`src/rtl/seg7_pkg.sv`:
```
// Shared 7-segment constants and helpers.
// Patterns are active-low a..g, index 0 = segment a.
package seg7_pkg;

   typedef logic [0:6] seg7_t;

   localparam seg7_t SEG7_0     = 7'b0000001;
   localparam seg7_t SEG7_1     = 7'b1001111;
   localparam seg7_t SEG7_2     = 7'b0010010;
   localparam seg7_t SEG7_3     = 7'b0000110;
   localparam seg7_t SEG7_4     = 7'b1001100;
   localparam seg7_t SEG7_5     = 7'b0100100;
   localparam seg7_t SEG7_6     = 7'b0100000;
   localparam seg7_t SEG7_7     = 7'b0001111;
   localparam seg7_t SEG7_8     = 7'b0000000;
   localparam seg7_t SEG7_9     = 7'b0000100;
   localparam seg7_t SEG7_BLANK = 7'b1111111;

   localparam logic [3:0] CODE_BLANK = 4'hF;
   localparam logic [3:0] CODE_ERR   = 4'hE;

   // True when exactly one of the four digit selects is active.
   function automatic logic is_onehot4(input logic [3:0] v);
      return (v != 4'd0) && ((v & (v - 4'd1)) == 4'd0);
   endfunction

endpackage

```
`src/rtl/seg7_decode.sv`:
```
// Combinational 7-segment pattern to BCD decoder.
// Exact match only; anything unrecognised is flagged as an error.
module seg7_decode
   import seg7_pkg::*;
(
   input  logic [0:6] seg_i,
   output logic [3:0] code_o,
   output logic       blank_o,
   output logic       err_o
);

   // Map the active-low pattern back to its digit code and flags.
   always_comb begin
      code_o  = CODE_ERR;
      blank_o = 1'b0;
      err_o   = 1'b0;
      case (seg_i)
         SEG7_0:     code_o = 4'd0;
         SEG7_1:     code_o = 4'd1;
         SEG7_2:     code_o = 4'd2;
         SEG7_3:     code_o = 4'd3;
         SEG7_4:     code_o = 4'd4;
         SEG7_5:     code_o = 4'd5;
         SEG7_6:     code_o = 4'd6;
         SEG7_7:     code_o = 4'd7;
         SEG7_8:     code_o = 4'd8;
         SEG7_9:     code_o = 4'd9;
         SEG7_BLANK: begin
            code_o  = CODE_BLANK;
            blank_o = 1'b1;
         end
         default: begin
            code_o = CODE_ERR;
            err_o  = 1'b1;
         end
      endcase
   end

endmodule

```
`src/rtl/seg7_readback_capture.sv`:
```
// Reads back a multiplexed 4-digit active-low segment bus.
// Each digit is latched once its pattern has been stable long enough.
module seg7_readback_capture
   import seg7_pkg::*;
#(
   parameter int STABLE_CYCLES = 4,
   parameter int CNT_W         = 8
) (
   input  logic        CLOCK_50,
   input  logic        RESET_N,
   input  logic [0:6]  SEG_IN,
   input  logic [3:0]  DIG_SEL,
   output logic [15:0] DIGITS,
   output logic [3:0]  BLANK,
   output logic [3:0]  ERR,
   output logic        SEL_ERR,
   output logic        UPDATE
);

   localparam logic [CNT_W-1:0] CNT_MAX = CNT_W'(STABLE_CYCLES - 1);

   // Input sample and its previous-cycle copy for change detect.
   logic [0:6]       seg_q;
   logic [3:0]       sel_q;
   logic [0:6]       seg_prev_q;
   logic [3:0]       sel_prev_q;

   // Stability tracking.
   logic [CNT_W-1:0] cnt_q, cnt_d;
   logic             captured_q, captured_d;

   // Latched slot state.
   logic [15:0]      digits_q, digits_d;
   logic [3:0]       blank_q, blank_d;
   logic [3:0]       err_q, err_d;

   // Output pulses.
   logic             update_q, update_d;
   logic             sel_err_q, sel_err_d;

   // Decoder and control signals.
   logic [3:0]       dec_code;
   logic             dec_blank;
   logic             dec_err;
   logic             change;
   logic             capture;
   logic             sel_ok;
   logic             slot_diff;

   seg7_decode u_decode (
      .seg_i   (seg_q),
      .code_o  (dec_code),
      .blank_o (dec_blank),
      .err_o   (dec_err)
   );

   // Detect a changed sample and qualify a capture on this edge.
   always_comb begin
      change  = (seg_q != seg_prev_q) || (sel_q != sel_prev_q);
      sel_ok  = is_onehot4(sel_q);
      capture = !change && (cnt_q == CNT_MAX) && !captured_q;
   end

   // Stability counter saturates; a change restarts the run.
   always_comb begin
      cnt_d      = cnt_q;
      captured_d = captured_q;
      if (change) begin
         cnt_d      = '0;
         captured_d = 1'b0;
      end else begin
         if (cnt_q != CNT_MAX) begin
            cnt_d = cnt_q + CNT_W'(1);
         end
         if (capture) begin
            captured_d = 1'b1;
         end
      end
   end

   // Write the selected slot and note whether anything changed.
   always_comb begin
      digits_d  = digits_q;
      blank_d   = blank_q;
      err_d     = err_q;
      slot_diff = 1'b0;
      if (capture && sel_ok) begin
         for (int k = 0; k < 4; k++) begin
            if (sel_q[k]) begin
               if ((digits_q[4*k +: 4] != dec_code) ||
                   (blank_q[k] != dec_blank) ||
                   (err_q[k] != dec_err)) begin
                  slot_diff = 1'b1;
               end
               digits_d[4*k +: 4] = dec_code;
               blank_d[k]         = dec_blank;
               err_d[k]           = dec_err;
            end
         end
      end
   end

   // Pulses fire the cycle after the capture edge.
   always_comb begin
      update_d  = capture && sel_ok && slot_diff;
      sel_err_d = capture && !sel_ok;
   end

   // Register the raw pins once and keep the prior sample.
   always_ff @(posedge CLOCK_50 or negedge RESET_N) begin
      if (!RESET_N) begin
         seg_q      <= SEG7_BLANK;
         sel_q      <= 4'd0;
         seg_prev_q <= SEG7_BLANK;
         sel_prev_q <= 4'd0;
      end else begin
         seg_q      <= SEG_IN;
         sel_q      <= DIG_SEL;
         seg_prev_q <= seg_q;
         sel_prev_q <= sel_q;
      end
   end

   // Stability counter and one-capture-per-run flag.
   always_ff @(posedge CLOCK_50 or negedge RESET_N) begin
      if (!RESET_N) begin
         cnt_q      <= '0;
         captured_q <= 1'b0;
      end else begin
         cnt_q      <= cnt_d;
         captured_q <= captured_d;
      end
   end

   // Slot registers.
   always_ff @(posedge CLOCK_50 or negedge RESET_N) begin
      if (!RESET_N) begin
         digits_q <= 16'hFFFF;
         blank_q  <= 4'b1111;
         err_q    <= 4'b0000;
      end else begin
         digits_q <= digits_d;
         blank_q  <= blank_d;
         err_q    <= err_d;
      end
   end

   // Single-cycle status pulses.
   always_ff @(posedge CLOCK_50 or negedge RESET_N) begin
      if (!RESET_N) begin
         update_q  <= 1'b0;
         sel_err_q <= 1'b0;
      end else begin
         update_q  <= update_d;
         sel_err_q <= sel_err_d;
      end
   end

   assign DIGITS  = digits_q;
   assign BLANK   = blank_q;
   assign ERR     = err_q;
   assign UPDATE  = update_q;
   assign SEL_ERR = sel_err_q;

endmodule

```
`config.mk`:
```
export PLATFORM = sky130hd
export DESIGN_NAME = seg7_readback_capture
export DESIGN_NICKNAME = d
export VERILOG_FILES = /design/src/rtl/seg7_pkg.sv /design/src/rtl/seg7_decode.sv /design/src/rtl/seg7_readback_capture.sv
export SDC_FILE = /design/constraint.sdc
export NUM_CORES = 1
export LEC_CHECK = 0
export CORE_MARGIN = 4
export CORE_UTILIZATION = 44
export DETAILED_ROUTE_END_ITERATION = 7
export GPL_TIMING_DRIVEN = 0
export PLACE_DENSITY = 0.66
export SYNTH_ARGS = -nofsm -noshare
export SYNTH_HDL_FRONTEND = slang
export SYNTH_HIERARCHICAL = 1
export SYNTH_SLANG_ARGS = --single-unit
```
`constraint.sdc`:
```
create_clock -name CLOCK_50 -period 4.3 [get_ports CLOCK_50]
set_input_delay 0.43 -clock CLOCK_50 [delete_from_list [all_inputs] [get_ports CLOCK_50]]
set_output_delay 0.43 -clock CLOCK_50 [all_outputs]
set_load 0.05 [all_outputs]
```
Yosys cells after proc, flatten, opt, wreduce, memory -nomap -nowiden:

Index checks and enable logic that the tools add are counted.

* RAM bits: 0
* bits in latches: 0
* bits in read-only memories: 0
* input port bits: 13
* bits in registers: 57
* logic and storage cells: 93
* memories: 0
* output and inout port bits: 26

* bitwise operators: 1
* eq/ne operators: 26
* divide/modulo/power cells: 0
* reductions and logical operators: 28
* shift operators: 0
* add/subtract/negate cells: 2
* multipliers: 0
* magnitude comparators: 0
* mux-type cells: 16

Operators with widths (count)
* $pmux W4 S11: 1
* $eq A7 B7 Y1 const B: 3
* $ne A4 B4 Y1: 5
* $mux W8: 2
* $eq A7 B3 Y1 const B: 2
* $eq A7 B6 Y1 const B: 2
* $mux W1: 13
* $reduce_or A11 Y1: 1
* $logic_or A1 B1 Y1: 9
* $add A8 B1 Y8 const B: 1
* $eq A8 B2 Y1 const B: 1
* $ne A1 B1 Y1: 8
* $ne A8 B2 Y1 const B: 1
* $reduce_and A2 Y1: 4
* $eq A7 B1 Y1 const B: 1
* $eq A7 B4 Y1 const B: 1
* $eq A7 B5 Y1 const B: 1
* $logic_not A7 Y1: 1
* $ne A7 B7 Y1: 1
* $logic_and A1 B1 Y1: 6
* $and A4 B4 Y4: 1
* $logic_not A4 Y1: 1
* $reduce_bool A2 Y1: 2
* $reduce_bool A4 Y1: 1
* 2 further kinds: 4

Longest topological paths before layout:

Gate-level depths: netlist of run 1.

* depth in word-level cells: 15
* gate-level depth with buffers: 11
* depth with buffers taken out: 9

Hierarchy:

Netlist of run 1, hierarchy kept.

By module, submodules not included
* seg7_readback_capture: times used 1, sequential area each 1468.9 µm², area each 2544.9 µm², cells each 184
* seg7_decode: times used 1, sequential area each 0.0 µm², area each 315.3 µm², cells each 44

Worst setup path before layout of run 1:

OpenSTA, ideal clock, no wires.

* kind: reg2reg
* from: register seg_q[1] in the netlist's numbering
* to: register update_q, in the netlist UPDATE
* required time: 4158 ps
* stages on the path, launching flop included: 12
* path buffers: 2
* arrival: 2381 ps
* setup time: 142 ps
* slack: 1777 ps
* clock period less this slack: 2523 ps
* cells stage by stage: dfstp_2 > buf_6 > and4b_4 > o21ai_4 > a21bo_1 > nor3_2 > clkbuf_1 > xor2_1 > nor4_1 > nand3_1 > a22oi_1 > a2111oi_0

* cells in the longest elaborated chain, start to end: 15
* elaborated cells between the ends (all ways): 51
* classes of those cells: eq/ne (23); mux (12); reduce/logical (16)

RTL lines
* start: declaration: line seg7_readback_capture.sv:23 `logic [0:6] seg_q;`
* start signal: assignment: line seg7_readback_capture.sv:112 `seg_q <= SEG7_BLANK;`
* start signal: assignment: line seg7_readback_capture.sv:117 `seg_q <= SEG_IN;`
* $eq A7 B1 Y1, or another cell as far along: line seg7_decode.sv:17 `case (seg_i)`
* $reduce_or A11 Y1 (no line) (*)
* $mux W1 (*): line seg7_decode.sv:17
* net dec_err: line seg7_readback_capture.sv:44 `logic dec_err;`
* $ne A1 B1 Y1: line seg7_readback_capture.sv:92 `(err_q[k] != dec_err)) begin`
* $logic_or A1 B1 Y1: line seg7_readback_capture.sv:91 `(blank_q[k] != dec_blank) ||`
* $mux W1: line seg7_readback_capture.sv:90 `if ((digits_q[4*k +: 4] != dec_code) ||`
* $mux W1: line seg7_readback_capture.sv:89 `if (sel_q[k]) begin`
* $mux W1: line seg7_readback_capture.sv:90
* $mux W1: line seg7_readback_capture.sv:89
* $mux W1: line seg7_readback_capture.sv:90
* $mux W1: line seg7_readback_capture.sv:89
* $mux W1: line seg7_readback_capture.sv:90
* $mux W1 (*): line seg7_readback_capture.sv:89
* $mux W1 (*): line seg7_readback_capture.sv:87 `if (capture && sel_ok) begin`
* $logic_and A1 B1 Y1 (*): line seg7_readback_capture.sv:105 `update_d = capture && sel_ok && slot_diff;`
* net update_d: line seg7_readback_capture.sv:38 `logic update_q, update_d;`
* end signal: assignment: line seg7_readback_capture.sv:154 `update_q <= update_d;`
* end: declaration: line seg7_readback_capture.sv:38

Mark *: on every way through the listed nets, which the timed path passes. The rest lies on a longest branch.
A chain may end at the register's enable or synchronous reset.

Worst setup path in the final report of run 1:

Ends and elaborated chain as after synthesis.

==> out/metrics.yaml, run 1 <==
clock.fmax_ghz: 0.345
layout-drive-gt1-share_pct: 34.3
cts_setup_buffers: 0
drtIter0Drc: 54
critical_path.max_fanout: 10
cts_tree: "done"
synth_edf_count: 0
syn_avg_cell_area_um2: 12.5
cts-root-buf: "clkbuf_8"
initial_core_util_pct: 45.3
finalCriticalPeriod_ps: 2890
max_slew.worst_pin.slew_ps: 500
final_hold_viol_count: 0
die_h_um: 88.6
final_area_um2: 3530
async_flop_share_pct: 100
ys_types: 45
critical_path_buf_inv_count: 2
drt_first_pass_iters: 4
syn_nets: 242
cellLeakagePower_nw: 1.46
dpl.hpwl_um: 3750
synth_ff_type: "dfstp_2"
finalCritPeriodShare_pct: 67.3
whs_ps: 38.9
syn-cell-area_um2: 2860
grt_setup_unrepaired: "no"
num_antenna_cells: 0
cts_hold_buffers: 0
cp_top_family: "simple AND/OR/NAND/NOR gates"
powerDensity_nw_per_um2: 306
syn_inst: 228
routabilityCongestion: 0.823
worstPathRequired_ps: 4500
criticalPathCategory: "flip-flop to flip-flop"
arrival_ps: 3090
drv_cap: 0
setup_violations: 0
yosysSeqAreaShare_pct: 51.4
core_area_um2: 6310
finalNetCount: 292
pin_count: 39
vias: 1875
fp-row-count: 29
outcome: "finished, final reports clean"
grt_pass1_vias: 1903
clk_pin_slew_worst_paths_ps: 60
wl_per_cell_um: 14.8
ys.warnings.count: 6
portBuffers: 38
die_w_um: 88.6
slowest_delay_ps: 560
wl_um: 5340
areaGrowthSynthToFinish_pct: 23.3
drv_slew: 0
cts_buffer_depth: 2
grt_use_total_pct: 15.5
cp-end-kind: "flip-flop"
placed_area_um2: 3350
hp-class: "input pin to asynchronous set/reset pin"
synth_seq_cells: 57
fin_setup_tns_ps: 0
numCtsBuffers: 9
grt_max_degree: 39
start_kind: "flip-flop"
clk_latency_ps: 340
vdd_ir_drop_max_v: 0.000222
drc: 0
cts.sinks: 57
grt_pass1_wl_um: 9010
viasPerCell: 5.21
cts_max_level: 3
die_area_um2: 7850
drtAntennaViolNets: 0
post_cts_resized: 0
slowest_stage: "dfstp_2"
grt_overflow: 0
path_cells: "buf_6, and4b_4, o21ai_4, a21bo_1, nor3_2, clkbuf_1, xor2_1, nor4_1, nand3_1, a22oi_1, a2111oi_0"
fin_skew_ps: 6.07
antenna_found_initial: 0
maxSlewHeadroom_pct: 66.6
## state kept, by name, summed over array words and instances, names as in the netlist
register    count
sel_q           4
seg_prev_q      7
SEL_ERR         1
BLANK           4
cnt_q           8
captured_q      1
ERR             4
DIGITS         16
sel_prev_q      4
UPDATE          1
seg_q           7
## cell type report
cell class	instances	area, µm²
inverters	5	18.8
fillers	565	2790
clock inverters	3	15.0
flip-flops and latches	57	1470
repair buffers	39	395
multi-input cells	150	1270
clock buffers	13	159
well taps	77	96.3
plain buffers	16	105
## kinds of logic (layout without fill, tap and decap cells)
kind of cell,count (synthesis),count (layout),synth area share [%]
mux,25,25,11.4
xor+xnor,43,43,13.2
flops,57,57,51.4
buf+inv,21,76,4.33
simple gates,63,63,14.1
fa+ha+maj,1,1,0.437
compound gates,18,18,5.21
## report_power, final
part	internal, mW	switching, mW	total, mW
logic	0.0337	0.0424	0.0761
registers	0.554	0.00951	0.563
clock network	0.238	0.202	0.440
## cell usage in the layout, fill, tap and decap left out, types with 6 or more instances in the layout
cell	n
clkbuf_1	9
clkbuf_8	11
clkdlybuf4s50_1	37
dfrtp_1	23
dfstp_2	34
mux2_2	12
mux2_4	12
nand3_1	11
nor2_1	13
nor4_1	6
xnor2_1	11
xor2_1	32
## layer usage
metal,vias up,share of wire (%),track usage (%)
li1,893,-,-
met1,921,46,20.2
met2,46,47,23.2
met3,15,3.9,3.72
met4,0,3.2,9.48
met5,-,0,0
## worst paths after layout
kind / from / end / slack (ps) / cells after the start
max: seg_q[1] / UPDATE / 1410 / 11
min: RESET_N / sel_prev_q[1] / 40 / 1
max reg2reg: seg_q[1] / UPDATE / 1410 / 11
min reg2reg: seg_q[3] / seg_prev_q[3] / 370 / 0
max in group asynchronous: RESET_N / seg_prev_q[4] / 3660 / 2
min in group CLOCK_50: seg_q[3] / seg_prev_q[3] / 370 / 0
## metrics by stage
| step | total power, mW | utilization (%) | instances | setup WS (ps) |
|---|---|---|---|---|
| 5_1_grt | 1.14 | 55.8 | 360 | 1180 |
| 6_report | 1.08 | 55.8 | 360 | 1410 |
| 3_5_place_dp | 0.649 | 53.1 | 344 | 1390 |
| 4_1_cts | 1.10 | 55.8 | 360 | 1370 |
| 3_3_place_gp | 0.646 | 52.9 | 343 | 1060 |
| 2_1_floorplan | 0.615 | - | 228 | 1780 |
## cell usage after synthesis (3+ instances only)
cell / number / area share [%]
a21oi_1: 4 / 0.70
and3_1: 3 / 0.66
buf_2: 3 / 0.52
buf_6: 5 / 2.0
clkbuf_1: 7 / 0.92
dfrtp_1: 23 / 20
dfstp_2: 34 / 31
inv_1: 5 / 0.66
mux2_2: 12 / 4.7
mux2_4: 12 / 6.3
nand2_1: 4 / 0.52
nand3_1: 11 / 1.9
nand3b_1: 3 / 0.79
nor2_1: 13 / 1.7
nor3_1: 5 / 0.87
nor3_2: 3 / 1.0
nor4_1: 6 / 1.3
xnor2_1: 11 / 3.4
xor2_1: 32 / 9.8
Power figures use the tool's default switching activity.
==> run 2, diff against run 1 <==
==> constraint.sdc (replaced) <==
create_clock -name CLOCK_50 -period 2.8 [get_ports CLOCK_50]
set_input_delay 0.28 -clock CLOCK_50 [delete_from_list [all_inputs] [get_ports CLOCK_50]]
set_output_delay 0.28 -clock CLOCK_50 [all_outputs]
set_load 0.05 [all_outputs]
==> out/metrics.yaml, run 2 (synthesis results as in run 1) <==
slowest_stage: "dfstp_2"
layout_commonest_cell: "clkdlybuf4s50_1"
cellLeakagePower_nw: 1.48
total_power_mw: 1.66
dpl.hpwl_um: 3750
drt_first_pass_iters: 4
cts.sinks: 57
fin_skew_ps: 6.51
worst_r2r_endpoint: "UPDATE"
areaGrowthSynthToFinish_pct: 24.4
grt_pass1_wl_um: 9060
endpoint: "UPDATE"
core_area_um2: 6310
numCtsBuffers: 9
max_slew.worst_pin.slew_ps: 500
initial_core_util_pct: 45.3
grt_setup_unrepaired: "no"
cts-root-buf: "clkbuf_8"
instances_no_fill: 359
drtIter0Drc: 42
critical_path.max_fanout: 8
finalCritPeriodShare_pct: 93.9
finalNetCount: 291
vias: 1860
wl_per_cell_um: 14.9
r2r_setup_slack_ps: 170
finalCriticalPeriod_ps: 2630
clk_pin_slew_worst_paths_ps: 60
path_cells: "buf_6, and3_1, a31oi_1, nor3_2, o311ai_1, buf_4, xor2_1, nor4_1, nand3_1, a22oi_1, a2111oi_1"
dp.cells: 344
grt_pass1_vias: 1916
fp-row-count: 29
largest_reg_flops: 16
cts_tree: "done"
vdd_ir_drop_max_v: 0.000341
worstPathRequired_ps: 3000
hp-class: "input pin to flip-flop"
viasPerCell: 5.18
worstRegToRegCells: 11
cts_max_level: 3
maxSlewHeadroom_pct: 66.6
fin_setup_tns_ps: 0
whs_ps: 347
clock.fmax_ghz: 0.380
powerDensity_nw_per_um2: 466
startpoint: "seg_q[4]"
outcome: "finished, final reports clean"
die_h_um: 88.6
wl_um: 5370
die_w_um: 88.6
portBuffers: 38
start_kind: "flip-flop"
setup_violations: 0
antenna_found_initial: 0
grt_use_total_pct: 15.6
grt_max_degree: 39
drv_cap: 0
r2r_start: "seg_q[4]"
cts_buffer_depth: 2
seq_area_um2: 1470
die_area_um2: 7850
pin_count: 39
cp-end-kind: "flip-flop"
final_cell_mix: "37 x clkdlybuf4s50_1, 34 x dfstp_2, 32 x xor2_1"
n_fill_cell: 560
num_antenna_cells: 0
drc: 0
routabilityCongestion: 0.823
arrival_ps: 2830
clk_latency_ps: 330
drtAntennaViolNets: 0
final_hold_viol_count: 0
drv_slew: 0
layout-drive-gt1-share_pct: 36.5
criticalPathCategory: "flip-flop to flip-flop"
multi_input_area_um2: 1280
slowest_delay_ps: 560
grt_overflow: 0
==> run 2: cell types whose count changed in the layout (fill, tap and decap cells not counted), sizes merged <==
cell | before | now
clkbuf | 20 | 16
buf | 11 | 13
dlygate4sd3 | 0 | 1
==> run 2: cell type report <==
type / instances / area share (%)
sequential: 57 / 41.3
multi-input combinational: 150 / 36.1
timing repair buffer: 41 / 11.6
clock buffer: 13 / 4.47
buffer: 13 / 2.88
tap: 77 / 2.71
inverter: 5 / 0.528
clock inverter: 3 / 0.422
==> run 2: worst min path at each step <==
| stage | depth (start not counted) | slack (ps) | endpoint | startpoint |
|---|---|---|---|---|
| 6_report | 1 | 350 | seg_q[1] | SEG_IN[1] |
| 5_1_grt | 1 | 330 | seg_q[5] | SEG_IN[5] |
| 4_1_cts | 1 | 330 | seg_q[1] | SEG_IN[1] |
| 3_5_place_dp | 1 | 250 | sel_prev_q[1] | RESET_N |
| 3_3_place_gp | 0 | 370 | seg_prev_q[2] | seg_q[2] |
| 2_1_floorplan | 0 | -20 | ERR[0] | RESET_N |
==> run 2: per-stage QoR <==
| step | cell area (µm²) | setup slack [ps] | util [%] |
|---|---|---|---|
| after floorplan | 2860 | 277 | - |
| after global placement | 3340 | -290 | 52.9 |
| after detailed placement | 3350 | -107 | 53.1 |
| after CTS | 3540 | 0.516 | 56.0 |
| after global routing | 3560 | 2.19 | 56.3 |
| final | 3560 | 170 | 56.3 |
==> run 2: metal layers <==
metal	wire length, µm	vias up	track usage, %
met5	0	-	0
met3	211	14	3.72
li1	-	892	-
met1	2440	915	20.2
met2	2550	39	23.5
met4	170	0	9.48
==> run 2: repair_timing <==
item                                    CTS  global route
hold endpoints to repair                  3             0
endpoints found under the setup margin    1             1
hold buffers                              1             0
pin swaps                                 0             1
gates resized for setup                   2            14
gates cloned                              0             0
setup buffers                             0             1
==> run 2: critical path: cells and delay by family (launching register included) <==
kind / cells / cell delay, ps
AND/OR/NAND/NOR: 4 / 910
flip-flops: 1 / 560
AO/OA/AOI/OAI: 4 / 530
buffers and inverters: 2 / 330
XOR/XNOR: 1 / 160
==> run 2: power breakdown <==
group / internal [mW] / switching (mW)
Combinational: 0.0537 / 0.0644
Sequential: 0.850 / 0.0164
Clock: 0.365 / 0.309
==> run 3, diff against run 2 <==
--- a/config.mk
+++ b/config.mk
@@ -5,6 +5,7 @@
 export SDC_FILE = /design/constraint.sdc
 export NUM_CORES = 1
 export LEC_CHECK = 0
+export CAP_MARGIN = 0
 export CORE_MARGIN = 4
 export CORE_UTILIZATION = 44
 export DETAILED_ROUTE_END_ITERATION = 7
==> results of run 3 <==
The final DEF is identical to that of run 2; final timing and power are the same.
